[src/rtl/tl45_fetch_if.sv]
// Pipelined-Wishbone read port used by the tl45 fetch stage.
//
// Signals (seen from the master side):
//   cyc   out  1   bus cycle active
//   stb   out  1   request strobe
//   we    out  1   write enable (fetch only reads)
//   sel   out  4   byte lane select
//   addr  out  30  word address
//   ack   in   1   read data valid
//   stall in   1   slave not accepting the strobe
//   err   in   1   bus error, replaces ack
//   data  in   32  read data
interface tl45_fetch_if;
    logic        cyc;
    logic        stb;
    logic        we;
    logic [3:0]  sel;
    logic [29:0] addr;
    logic        ack;
    logic        stall;
    logic        err;
    logic [31:0] data;

    modport master (
        output cyc, stb, we, sel, addr,
        input  ack, stall, err, data
    );

    modport slave (
        input  cyc, stb, we, sel, addr,
        output ack, stall, err, data
    );
endinterface

[src/rtl/tl45_fetch.sv]
// tl45 instruction fetch stage: writer side of the fetch->decode buffer.
// Issues one outstanding Wishbone word read at a time at the current PC and
// presents each returned word to decode, emitting bubbles (pc=0, inst=0) when
// nothing is ready. Honours decode stall (outputs hold) and flush (restart at
// a new PC). A bus error presents a faulting slot and halts fetch until flush.
//
// Ports:
//   i_clk, i_reset      clock, asynchronous active-high reset
//   i_pipe_stall        decode cannot accept; o_buf_* hold
//   i_pipe_flush        discard in-flight work, restart at i_new_pc
//   i_new_pc            redirect target (low two bits ignored)
//   wb                  Wishbone master port (tl45_fetch_if.master)
//   o_buf_pc/inst/err   presented slot: PC, instruction (0 = bubble), fault flag
module tl45_fetch #(
    parameter logic [31:0] RESET_PC = 32'h0000_0000
) (
    input  logic         i_clk,
    input  logic         i_reset,
    input  logic         i_pipe_stall,
    input  logic         i_pipe_flush,
    input  logic [31:0]  i_new_pc,
    tl45_fetch_if.master wb,
    output logic [31:0]  o_buf_pc,
    output logic [31:0]  o_buf_inst,
    output logic         o_buf_err
);

    typedef enum logic [2:0] {
        S_IDLE,
        S_REQ,
        S_WAIT,
        S_HOLD,
        S_ERR
    } state_t;

    state_t      state_reg;
    logic [31:0] pc_reg;
    logic        cyc_reg;
    logic        stb_reg;
    logic [29:0] addr_reg;
    logic [31:0] buf_pc_reg;
    logic [31:0] buf_inst_reg;
    logic        buf_err_reg;
    logic [31:0] skid_pc_reg;
    logic [31:0] skid_inst_reg;
    logic        skid_err_reg;

    logic        resp;
    logic [31:0] resp_inst;

    // Redirect targets are word aligned; the two low bits carry no meaning.
    wire unused_new_pc_lsbs = &{1'b0, i_new_pc[1:0]};

    assign resp      = wb.ack | wb.err;
    assign resp_inst = wb.err ? 32'h0 : wb.data;

    assign wb.cyc  = cyc_reg;
    assign wb.stb  = stb_reg;
    assign wb.we   = 1'b0;
    assign wb.sel  = 4'hF;
    assign wb.addr = addr_reg;

    assign o_buf_pc   = buf_pc_reg;
    assign o_buf_inst = buf_inst_reg;
    assign o_buf_err  = buf_err_reg;

    always_ff @(posedge i_clk or posedge i_reset) begin
        if (i_reset) begin
            state_reg     <= S_IDLE;
            pc_reg        <= RESET_PC;
            cyc_reg       <= 1'b0;
            stb_reg       <= 1'b0;
            addr_reg      <= 30'h0;
            buf_pc_reg    <= 32'h0;
            buf_inst_reg  <= 32'h0;
            buf_err_reg   <= 1'b0;
            skid_pc_reg   <= 32'h0;
            skid_inst_reg <= 32'h0;
            skid_err_reg  <= 1'b0;
        end else if (i_pipe_flush) begin
            // Dropping cyc aborts any open cycle; a response arriving in this
            // same cycle belongs to the discarded path and is ignored.
            state_reg     <= S_IDLE;
            pc_reg        <= {i_new_pc[31:2], 2'b00};
            cyc_reg       <= 1'b0;
            stb_reg       <= 1'b0;
            buf_pc_reg    <= 32'h0;
            buf_inst_reg  <= 32'h0;
            buf_err_reg   <= 1'b0;
            skid_pc_reg   <= 32'h0;
            skid_inst_reg <= 32'h0;
            skid_err_reg  <= 1'b0;
        end else begin
            // Unstalled decode sees a bubble unless a word lands below.
            if (!i_pipe_stall) begin
                buf_pc_reg   <= 32'h0;
                buf_inst_reg <= 32'h0;
                buf_err_reg  <= 1'b0;
            end

            case (state_reg)
                S_IDLE: begin
                    state_reg <= S_REQ;
                    cyc_reg   <= 1'b1;
                    stb_reg   <= 1'b1;
                    addr_reg  <= pc_reg[31:2];
                end

                S_REQ: begin
                    if (!wb.stall) begin
                        state_reg <= S_WAIT;
                        stb_reg   <= 1'b0;
                    end
                end

                S_WAIT: begin
                    if (resp) begin
                        cyc_reg <= 1'b0;
                        if (!i_pipe_stall) begin
                            buf_pc_reg   <= pc_reg;
                            buf_inst_reg <= resp_inst;
                            buf_err_reg  <= wb.err;
                        end else begin
                            skid_pc_reg   <= pc_reg;
                            skid_inst_reg <= resp_inst;
                            skid_err_reg  <= wb.err;
                        end
                        if (wb.err) begin
                            state_reg <= i_pipe_stall ? S_HOLD : S_ERR;
                        end else begin
                            // pc moves on now; the skid keeps the old pc
                            // for the word it holds.
                            pc_reg    <= pc_reg + 32'd4;
                            // Via IDLE so cyc is low for one cycle between
                            // back-to-back fetches.
                            state_reg <= i_pipe_stall ? S_HOLD : S_IDLE;
                        end
                    end
                end

                S_HOLD: begin
                    if (!i_pipe_stall) begin
                        buf_pc_reg    <= skid_pc_reg;
                        buf_inst_reg  <= skid_inst_reg;
                        buf_err_reg   <= skid_err_reg;
                        skid_pc_reg   <= 32'h0;
                        skid_inst_reg <= 32'h0;
                        skid_err_reg  <= 1'b0;
                        if (skid_err_reg) begin
                            state_reg <= S_ERR;
                        end else begin
                            // cyc has already been low while holding.
                            state_reg <= S_REQ;
                            cyc_reg   <= 1'b1;
                            stb_reg   <= 1'b1;
                            addr_reg  <= pc_reg[31:2];
                        end
                    end
                end

                S_ERR: begin
                    cyc_reg <= 1'b0;
                    stb_reg <= 1'b0;
                end

                default: begin
                    state_reg <= S_IDLE;
                    cyc_reg   <= 1'b0;
                    stb_reg   <= 1'b0;
                end
            endcase
        end
    end

endmodule

[src/flat_wrapper.sv]
// flat-port wrapper written by rule: the top's interface ports become plain ports
module tl45_fetch_flat 
#(
    parameter logic [31:0] RESET_PC = 32'h0000_0000
)
  (i_clk, i_reset, i_pipe_stall, i_pipe_flush, i_new_pc, o_buf_pc, o_buf_inst, o_buf_err, wb_cyc, wb_stb, wb_we, wb_sel, wb_addr, wb_ack, wb_stall, wb_err, wb_data);
  tl45_fetch_if wb_i ();
  input  logic i_clk;
  input  logic i_reset;
  input  logic i_pipe_stall;
  input  logic i_pipe_flush;
  input  logic [31:0] i_new_pc;
  output logic [31:0] o_buf_pc;
  output logic [31:0] o_buf_inst;
  output logic o_buf_err;
  output wire logic [$bits(wb_i.cyc)-1:0] wb_cyc;
  output wire logic [$bits(wb_i.stb)-1:0] wb_stb;
  output wire logic [$bits(wb_i.we)-1:0] wb_we;
  output wire logic [$bits(wb_i.sel)-1:0] wb_sel;
  output wire logic [$bits(wb_i.addr)-1:0] wb_addr;
  input wire logic [$bits(wb_i.ack)-1:0] wb_ack;
  input wire logic [$bits(wb_i.stall)-1:0] wb_stall;
  input wire logic [$bits(wb_i.err)-1:0] wb_err;
  input wire logic [$bits(wb_i.data)-1:0] wb_data;
  assign wb_cyc = wb_i.cyc;
  assign wb_stb = wb_i.stb;
  assign wb_we = wb_i.we;
  assign wb_sel = wb_i.sel;
  assign wb_addr = wb_i.addr;
  assign wb_i.ack = wb_ack;
  assign wb_i.stall = wb_stall;
  assign wb_i.err = wb_err;
  assign wb_i.data = wb_data;
  tl45_fetch #(.RESET_PC(RESET_PC)) u_core (.i_clk(i_clk), .i_reset(i_reset), .i_pipe_stall(i_pipe_stall), .i_pipe_flush(i_pipe_flush), .i_new_pc(i_new_pc), .wb(wb_i), .o_buf_pc(o_buf_pc), .o_buf_inst(o_buf_inst), .o_buf_err(o_buf_err));
endmodule
[config.mk]
export PLATFORM = sky130hd
export DESIGN_NAME = tl45_fetch_flat
export DESIGN_NICKNAME = d
export VERILOG_FILES = /design/src/rtl/tl45_fetch_if.sv /design/src/rtl/tl45_fetch.sv /design/src/flat_wrapper.sv
export SDC_FILE = /design/constraint.sdc
export NUM_CORES = 1
export LEC_CHECK = 0
export ABC_AREA = 0
export ABC_CLOCK_PERIOD_IN_PS = 19900
export CAP_MARGIN = 20
export CORE_MARGIN = 3
export CORE_UTILIZATION = 50
export CTS_BUF_LIST = sky130_fd_sc_hd__clkbuf_8
export DETAILED_ROUTE_END_ITERATION = 10
export GPL_TIMING_DRIVEN = 0
export PLACE_DENSITY = 0.84
export SLEW_MARGIN = 20
export SYNTH_ARGS = -nofsm -noshare
export SYNTH_HDL_FRONTEND = slang
export SYNTH_SLANG_ARGS = --single-unit
export TNS_END_PERCENT = 20
[constraint.sdc]
create_clock -name i_clk -period 19.9 [get_ports i_clk]
set_clock_uncertainty 0.2 [all_clocks]
set_input_delay 2.985 -clock i_clk [delete_from_list [all_inputs] [get_ports i_clk]]
set_output_delay 2.985 -clock i_clk [all_outputs]
set_load 0.05 [all_outputs]
Word level (Yosys, flattened, before mapping)
Cells that the tools add are included.

RAM bits: 0. Bits of input ports: 71. Bits in latches: 0. Memories: 0. Logic and storage cells: 97. Memory bits (read-only): 0. Output and inout bits: 102. Register bits after elaboration: 197.

Muxes and demuxes: 57. Bitwise operators: 2. Shift operators: 0. $lt $le $gt $ge: 0. Reduce and logical (&&, ||, !) cells: 11. $mul: 0. $add $sub $neg: 1. Div/mod/pow operators: 0. Eq/ne operators: 15.

Operator list (count): 32-bit 2-to-1 mux (22); 32-bit case mux with 2 select lines (4); 30-bit 2-to-1 mux (2); 30-bit case mux with 2 select lines (1); 32-bit by 3-bit adder with 32-bit output, second input constant (1); 3-bit 2-to-1 mux (7); 4-bit AND reduction (5); 1-bit 2-to-1 mux (15); 3-bit case mux with 5 select lines (1); 2-bit != test, second input constant (6); 3-bit != test, second input constant (4); 1-bit case mux with 4 select lines (2); 3-bit by 2-bit == test with 1-bit output, second input constant (2); 2-bit nonzero test (3); 1-bit case mux with 2 select lines (2); 3-bit by 1-bit == test with 1-bit output, second input constant (1); 3-bit == test, second input constant (1); 3-bit logical NOT (1); 3-bit by 2-bit != test with 1-bit output, second input constant (1); 3-bit AND reduction (1); 3-bit nonzero test (1); 2-bit 2-to-1 mux (1); 1-bit NOT (1); 1-bit OR (1).

Depth between registers and ports, before layout
Gate-level depths: netlist of the first run.

Depth in word-level cells: 5. Mapped depth: 8. Depth with buffers taken out: 6.

Least setup slack after synthesis of the first run
No wires, ideal clock.

Path kind: input -> register. Start: input port wb_err. End: register u_core.pc_reg[31]. Slack: 15.380 ns. Cell stages on the path: 5. Data required time: 19.575 ns. Data arrival time: 4.195 ns. Path buffers: 0. Library setup time: 0.125 ns. Path through: nand2b_1 nor4_4 nand4_1 xnor2_1 mux2_2.

Longest elaborated chain between the ends: 3. Elaborated cells on any way between the ends: 4. Classes of those cells: eq/ne: 1; bitwise: 1; reduce/logical: 2.

RTL lines: from (decl) (line flat_wrapper.sv:23) `input wire logic [$bits(wb_i.err)-1:0] wb_err;`; 1-bit OR (line tl45_fetch.sv:54) `assign resp = wb.ack | wb.err;`; 2-bit nonzero test (no source line); 3-bit AND reduction (no source line) *; to (signal assigned) (line tl45_fetch.sv:84) `pc_reg <= {i_new_pc[31:2], 2'b00};`; to (signal assigned) (line tl45_fetch.sv:133) `pc_reg <= pc_reg + 32'd4;`; to (decl) (line tl45_fetch.sv:37) `logic [31:0] pc_reg;`.

Mark *: on every way between the ends. The rest lies on a longest branch, timed or not. A chain may end at the register's enable or synchronous reset.

Worst setup path after layout of the first run
Start: input port i_pipe_stall. End: register u_core.buf_pc_reg[18], in the netlist u_core.o_buf_pc[18].

Longest elaborated chain between the ends: 5. Elaborated cells on any way between the ends: 6. Classes of those cells: mux: 6.

RTL lines: from (decl) (line flat_wrapper.sv:10) `input logic i_pipe_stall;`; 32-bit 2-to-1 mux (line tl45_fetch.sv:95) `if (!i_pipe_stall) begin`; 32-bit 2-to-1 mux (line tl45_fetch.sv:119) `if (!i_pipe_stall) begin`; 32-bit 2-to-1 mux (line tl45_fetch.sv:117) `if (resp) begin`; 32-bit case mux with 2 select lines * (line tl45_fetch.sv:101) `case (state_reg)`; 32-bit 2-to-1 mux * (line tl45_fetch.sv:80) `end else if (i_pipe_flush) begin`; to (signal assigned) (line tl45_fetch.sv:120) `buf_pc_reg <= pc_reg;`; to (signal assigned) (line tl45_fetch.sv:143) `buf_pc_reg <= skid_pc_reg;`; to (decl) (line tl45_fetch.sv:41) `logic [31:0] buf_pc_reg;`.

Marked as above.

==> results of run 1 <==
==> per-stage QoR <==
stage	util, %	cells
after floorplan	-	920
after global placement	62.6	1310
after detailed placement	63.0	1312
after CTS	65.3	1344
after global routing	65.3	1344
final	65.3	1344
==> cell type report <==
| cell class | instances | area share, % |
|---|---|---|
| well taps | 225 | 2.46 |
| repair buffers | 167 | 14.9 |
| plain buffers | 89 | 3.54 |
| flip-flops and latches | 194 | 42.5 |
| clock buffers | 18 | 2.17 |
| clock inverters | 14 | 1.44 |
| multi-input cells | 632 | 32.7 |
| inverters | 5 | 0.230 |
==> synth_stat cells, types with 2 or more instances <==
cell type	n
o311ai_0	2
xnor2_1	5
nand2b_1	5
a22o_1	62
nand3_1	20
xor2_1	9
buf_2	22
a21oi_1	11
a22oi_1	66
dfrtp_1	194
o211ai_1	2
and2_1	3
nor3b_1	4
or2b_1	2
buf_6	2
and3_1	3
nand4_1	16
buf_4	7
nor2_1	84
o21ai_0	80
inv_1	5
a221o_1	2
nand3b_1	2
a31oi_1	2
o311ai_1	3
o31ai_1	2
or2_1	2
mux2i_1	4
mux2_2	33
nor3_1	8
conb_1	2
nand2_1	164
a211oi_1	2
clkbuf_1	57
o21ai_1	7
==> power by group <==
part           total, mW  switching [mW]  internal (mW)
clock network      0.269           0.142          0.127
logic              0.450           0.291          0.159
registers          0.503          0.0427          0.460
total               1.22           0.475          0.746
==> worst paths after layout <==
path,from,to,slack [ns],cells past startpoint
min in group asynchronous,i_reset,u_core.o_buf_inst[27],2.73,2
min,u_core.skid_pc_reg[14],u_core.skid_pc_reg[14],0.29,2
min reg2reg,u_core.skid_pc_reg[14],u_core.skid_pc_reg[14],0.29,2
max,i_pipe_stall,u_core.o_buf_pc[18],14.73,6
max reg2reg,u_core.state_reg[1],u_core.skid_pc_reg[2],17.33,7
max in group asynchronous,i_reset,u_core.skid_pc_reg[21],15.75,4
==> cell families after synthesis <==
| kind of cell | Yosys count | synth area share (%) |
|---|---|---|
| AND/OR/NAND/NOR | 325 | 16.1 |
| AO/OA/AOI/OAI | 250 | 19.2 |
| flip-flops | 194 | 53.9 |
| buffers and inverters | 94 | 4.70 |
| multiplexers | 37 | 4.57 |
| XOR/XNOR | 14 | 1.36 |
| other | 2 | 0.0834 |
| adder cells (fa/ha/maj) | 1 | 0.139 |
==> worst max-delay path: cells and delay by family <==
| family | cells | cell delay, ns |
|---|---|---|
| buffers and inverters | 3 | 1.30 |
| AND/OR/NAND/NOR | 2 | 0.92 |
| AO/OA/AOI/OAI | 1 | 0.14 |
==> per-layer routing <==
metal	routed length, microns	up-vias	global-route usage [%]
met5	0	-	0
met4	824	0	9.99
met3	2020	60	5.33
met2	12100	391	40.4
met1	10200	3910	35.1
li1	-	3603	-
==> metrics.txt, run 1 <==
Slowest-stage cell, CP=nor2_1; Yosys cell types=58; total power draw=around 1.2 mW; pin count of the biggest net entering global routing=between 70 and 80; # fillers=between 1000 and 1500; post-route ant nets=0; critical path launch point type=input pin; final WL=about 25 mm; YS warnings=0; Leakage=~4.8 nW; sequential fraction of the synthesis area=~54%; vias in the first global route=roughly 7700; Avg Cell Area, Syn=9.82 sq um; Final Hold Fails=0; diode count=0; Num CTS Buffers=17; gr ovfl total=0; chip height=roughly 140 microns; DPL Wire Length=18.0 mm; GRT Overall Usage=25.6%; first-pass GRT wire length=40.4 mm; Initial Util=around 52%; kind of critical path=in2reg; CTS sink count=194; number of I/O port buffers=around 170; # resized after CTS=0; htree depth=4; Worst setup EP type=flop; core area=between 0.015 and 0.02 sq mm; Place WS=between 10 and 15 ns; worst-margin pin slew=0.927 ns; gpl congestion=between 0.9 and 1; std cell rows=48; crit-path cells=clkdlybuf4s50_1 -> clkbuf_1 -> nor2_1 -> clkbuf_1 -> a22oi_1 -> nor2_1; Slew HR=approximately 38%; initial antenna violation count=0; Synth Flop Type=dfrtp_1; post-CTS setup buffer count=0; final slew viol count=0; first drt pass iteration count=5; share of cells above drive strength 1=just over 9%; most frequent cells in the layout=dfrtp_1 (194), clkdlybuf4s50_1 (165), nand2_1 (164); Worst Setup Slack, final=~15 ns; Final setup viols=0; Syn Inst Count=917; unrepaired setup endpoints after global routing=no; pwr dens=between 100 and 150 mW/mm^2; residual DRC count=0; clock-pin slew on the worst setup and hold paths=roughly 0.1 ns; Max-Cap Viols=0; Min Hold Slack=roughly 0.29 ns; min Tclk post-route=5.17 ns; Synth area leaders=dfrtp_1 (54%), nand2_1 (6.8%), a22o_1 (6.0%); FFs w/ async S/R, synth=100%; area leader, netlist=dfrtp_1; design area=about 0.011 sq mm; crit share post-route=26.0%; EDFF count, synth=0; status=complete, no violations; Die W=around 140 microns; Root Buffer=clkbuf_8; post-synthesis cell area=~0.0090 sq mm; DR vias=between 7000 and 8000; vias per std cell=5.93; NumNets Final=1178; WP data arrival=5.37 ns; post-route setup TNS=0 ns; synthesis-to-layout area growth=26.9%; dpl cell area=0.0110 sq mm; Worst VDD drop=0.0000840 V; required time worst endpoint=between 20 and 25 ns; Yosys reg bits=194; TritonCTS clock tree=done; clk buf depth=2; commonest non-fill, non-tap cell in the layout=dfrtp_1; top-level I/O count=around 170; fmax=around 190 MHz; CP max FO=10; Seq. cell area=0.00485 sq mm; Hold Path Class=reg2reg; multi-input logic area=0.00374 sq mm; Slowest Stage Delay on Critical Path=roughly 0.8 ns; hold buffers post-CTS=0; Avg WL per Cell=~19 microns; DR iter-0 viols=between 700 and 800; Synth top area share=a little over half; worst skew pair latency=approximately 0.47 ns; Die ar.=just under 0.02 sq mm
Note: power is estimated with default switching activity, not from simulation.
==> run 2: changes to the inputs <==
--- a/config.mk
+++ b/config.mk
@@ -6,7 +6,7 @@
 export NUM_CORES = 1
 export LEC_CHECK = 0
 export ABC_AREA = 0
-export ABC_CLOCK_PERIOD_IN_PS = 19900
+export ABC_CLOCK_PERIOD_IN_PS = 5310
 export CAP_MARGIN = 20
 export CORE_MARGIN = 3
 export CORE_UTILIZATION = 50
==> constraint.sdc (replaced) <==
create_clock -name i_clk -period 5.31 [get_ports i_clk]
set_clock_uncertainty 0.2 [all_clocks]
set_input_delay 0.7965 -clock i_clk [delete_from_list [all_inputs] [get_ports i_clk]]
set_output_delay 0.7965 -clock i_clk [all_outputs]
set_load 0.05 [all_outputs]
==> run 2 against run 1 <==
  * Routed wire length up 1.6%
  * Sequential share of layout area down 0.093 points
  * Hold slack about the same
  * Setup slack worse by 12 ns
  * Total power rose to 3.7 times the previous value
==> metrics.txt, run 2 (same netlist as run 1, synthesis figures left out) <==
status=complete, no violations; share of cells above drive strength 1=9.62% (+0.32 points); Slowest Stage Delay on Critical Path=0.76 ns (-0.04 ns); design area=0.0114 sq mm (+0.22%); top-level I/O count=173 (unchanged); Num CTS Buffers=17 (unchanged); Worst setup EP type=flop; CTS sink count=194 (unchanged); required time worst endpoint=5.51 ns (-14.59 ns); most frequent cells in the layout=dfrtp_1 (194), clkdlybuf4s50_1 (165), nand2_1 (164); Final setup viols=0 (unchanged); final WL=25.6 mm (+1.6%); Die ar.=0.0197 sq mm (unchanged); Reg2Reg Depth=7 (unchanged); Leakage=4.84 nW (+0.24%); final slew viol count=0 (unchanged); M1 GR Usage=35.5% (+0.47 points); Die W=140 microns (unchanged); cell family with most CP delay=buffers and inverters; pin count of the biggest net entering global routing=36 (-51%); Max-Cap Viols=0 (unchanged); unrepaired setup endpoints after global routing=no; # resized after CTS=0 (unchanged); Slowest-stage cell, CP=nor2_1; min Tclk post-route=between 2 and 3 ns; core area=0.0175 sq mm (unchanged); worst skew pair latency=0.48 ns (about the same); TritonCTS clock tree=done; vias in the first global route=7816 (+2.0%); std cell rows=48 (unchanged); post-CTS setup buffer count=0 (unchanged); Root Buffer=clkbuf_8; WP data arrival=3.12 ns (-2.25 ns); fmax=between 300 and 400 MHz; residual DRC count=0 (unchanged); Avg WL per Cell=19.0 microns (+1.3%); Final Hold Fails=0 (unchanged); first drt pass iteration count=5 (unchanged); pwr dens=394 mW/mm^2 (+270%); crit share post-route=55.0%; worst-margin pin slew=0.867 ns (-0.0593 ns); GRT met2 Usage=39.8% (-0.58 points); diode count=0 (unchanged); synthesis-to-layout area growth=27.1%; crit-path cells=clkdlybuf4s50_1 -> clkbuf_1 -> nor2_1 -> clkbuf_1 -> a22oi_1 -> nor2_1; hold buffers post-CTS=0 (unchanged); DPL Wire Length=18.2 mm (+1.3%); hold path cells=2 (unchanged); gr ovfl total=0 (unchanged); GRT Overall Usage=26.0% (+0.37 points); vias per std cell=5.91 (-0.20%); Levels on crit path=6 (unchanged); clk buf depth=2 (unchanged); M3 GR Usage=6.04% (+0.72 points); first-pass GRT wire length=41.0 mm (+1.5%); WP buf/inv=3 (unchanged); busiest grt layer=met2; dpl cell area=0.0111 sq mm (+0.56%); NumNets Final=1182 (+0.34%); DR iter-0 viols=820 (+7.3%); htree depth=4 (unchanged); Initial Util=51.5% (unchanged); post-route setup TNS=0 ns (unchanged); DR vias=7972 (+0.10%); kind of critical path=in2reg; Hold Path Class=reg2reg; chip height=140 microns (unchanged); commonest non-fill, non-tap cell in the layout=dfrtp_1; post-route ant nets=0 (unchanged); clock-pin slew on the worst setup and hold paths=0.09 ns (about the same); number of I/O port buffers=165 (unchanged); initial antenna violation count=0 (unchanged); critical path launch point type=input pin; Worst VDD drop=0.000308 V (+270%); gpl congestion=0.904 (-2.2%); CP max FO=10 (unchanged); Slew HR=42.0% (+4.0 points)
-- run 2: cell count changes in the layout (fill, tap and decap cells not counted) --
cell / previous run / this run
inv_8: 1 / 0
bufinv_16: 3 / 1
clkbuf_8: 18 / 19
buf_12: 0 / 6
buf_16: 2 / 0
clkinv_4: 1 / 4
inv_6: 2 / 1
-- run 2: report_power, final --
part	internal [mW]	leakage (nW)	switching (mW)	total, mW
logic	0.600	2.10	1.10	1.70
clock network	0.395	0.191	0.531	0.926
registers	1.73	2.55	0.164	1.89
total	2.72	4.84	1.79	4.52
-- run 2: layout make-up --
| type | instances | area [sq um] |
|---|---|---|
| Fill cell | 1380 | 6030 |
| Sequential cell | 194 | 4850 |
| Multi-Input combinational cell | 632 | 3740 |
| Timing Repair Buffer | 171 | 1770 |
| Buffer | 89 | 404 |
| Tap cell | 225 | 282 |
| Clock buffer | 19 | 262 |
| Clock inverter | 13 | 114 |
| Inverter | 5 | 22.5 |
-- run 2: tightest hold or removal path: stages (launching register included) --
cell and delay, ns:
dfrtp_1 0.35, nand2_1 0.04, o21ai_0 0.06
-- run 2: routing by layer --
layer | share of wire [%] | up-vias
met1 | 42 | 3931
met2 | 47 | 360
met3 | 7.8 | 74
met4 | 3.9 | 0
li1 | - | 3607
met5 | 0 | -
-- run 2: final timing paths --
path,startpoint,end,slack (ns)
max reg2reg,u_core.state_reg[1],u_core.skid_pc_reg[11],2.74
max,i_pipe_stall,u_core.o_buf_pc[20],2.39
min in group asynchronous,i_reset,u_core.skid_pc_reg[8],0.54
max in group asynchronous,i_reset,u_core.wb.addr[26],3.59
min,u_core.skid_pc_reg[16],u_core.skid_pc_reg[16],0.29
min reg2reg,u_core.skid_pc_reg[16],u_core.skid_pc_reg[16],0.29
-- run 2: metrics by stage --
step / cells / total power [mW] / util (%) / worst slack (ns) / hold WS, ns
floorplan: 920 / 3.01 / - / 1.81 / 0.250
global placement: 1310 / 3.55 / 62.7 / 0.299 / 0.261
detailed placement: 1316 / 3.60 / 63.3 / 1.97 / 0.270
CTS: 1348 / 4.51 / 65.5 / 2.47 / 0.292
global route: 1348 / 4.71 / 65.5 / 2.24 / 0.310
finish: 1348 / 4.52 / 65.5 / 2.39 / 0.288
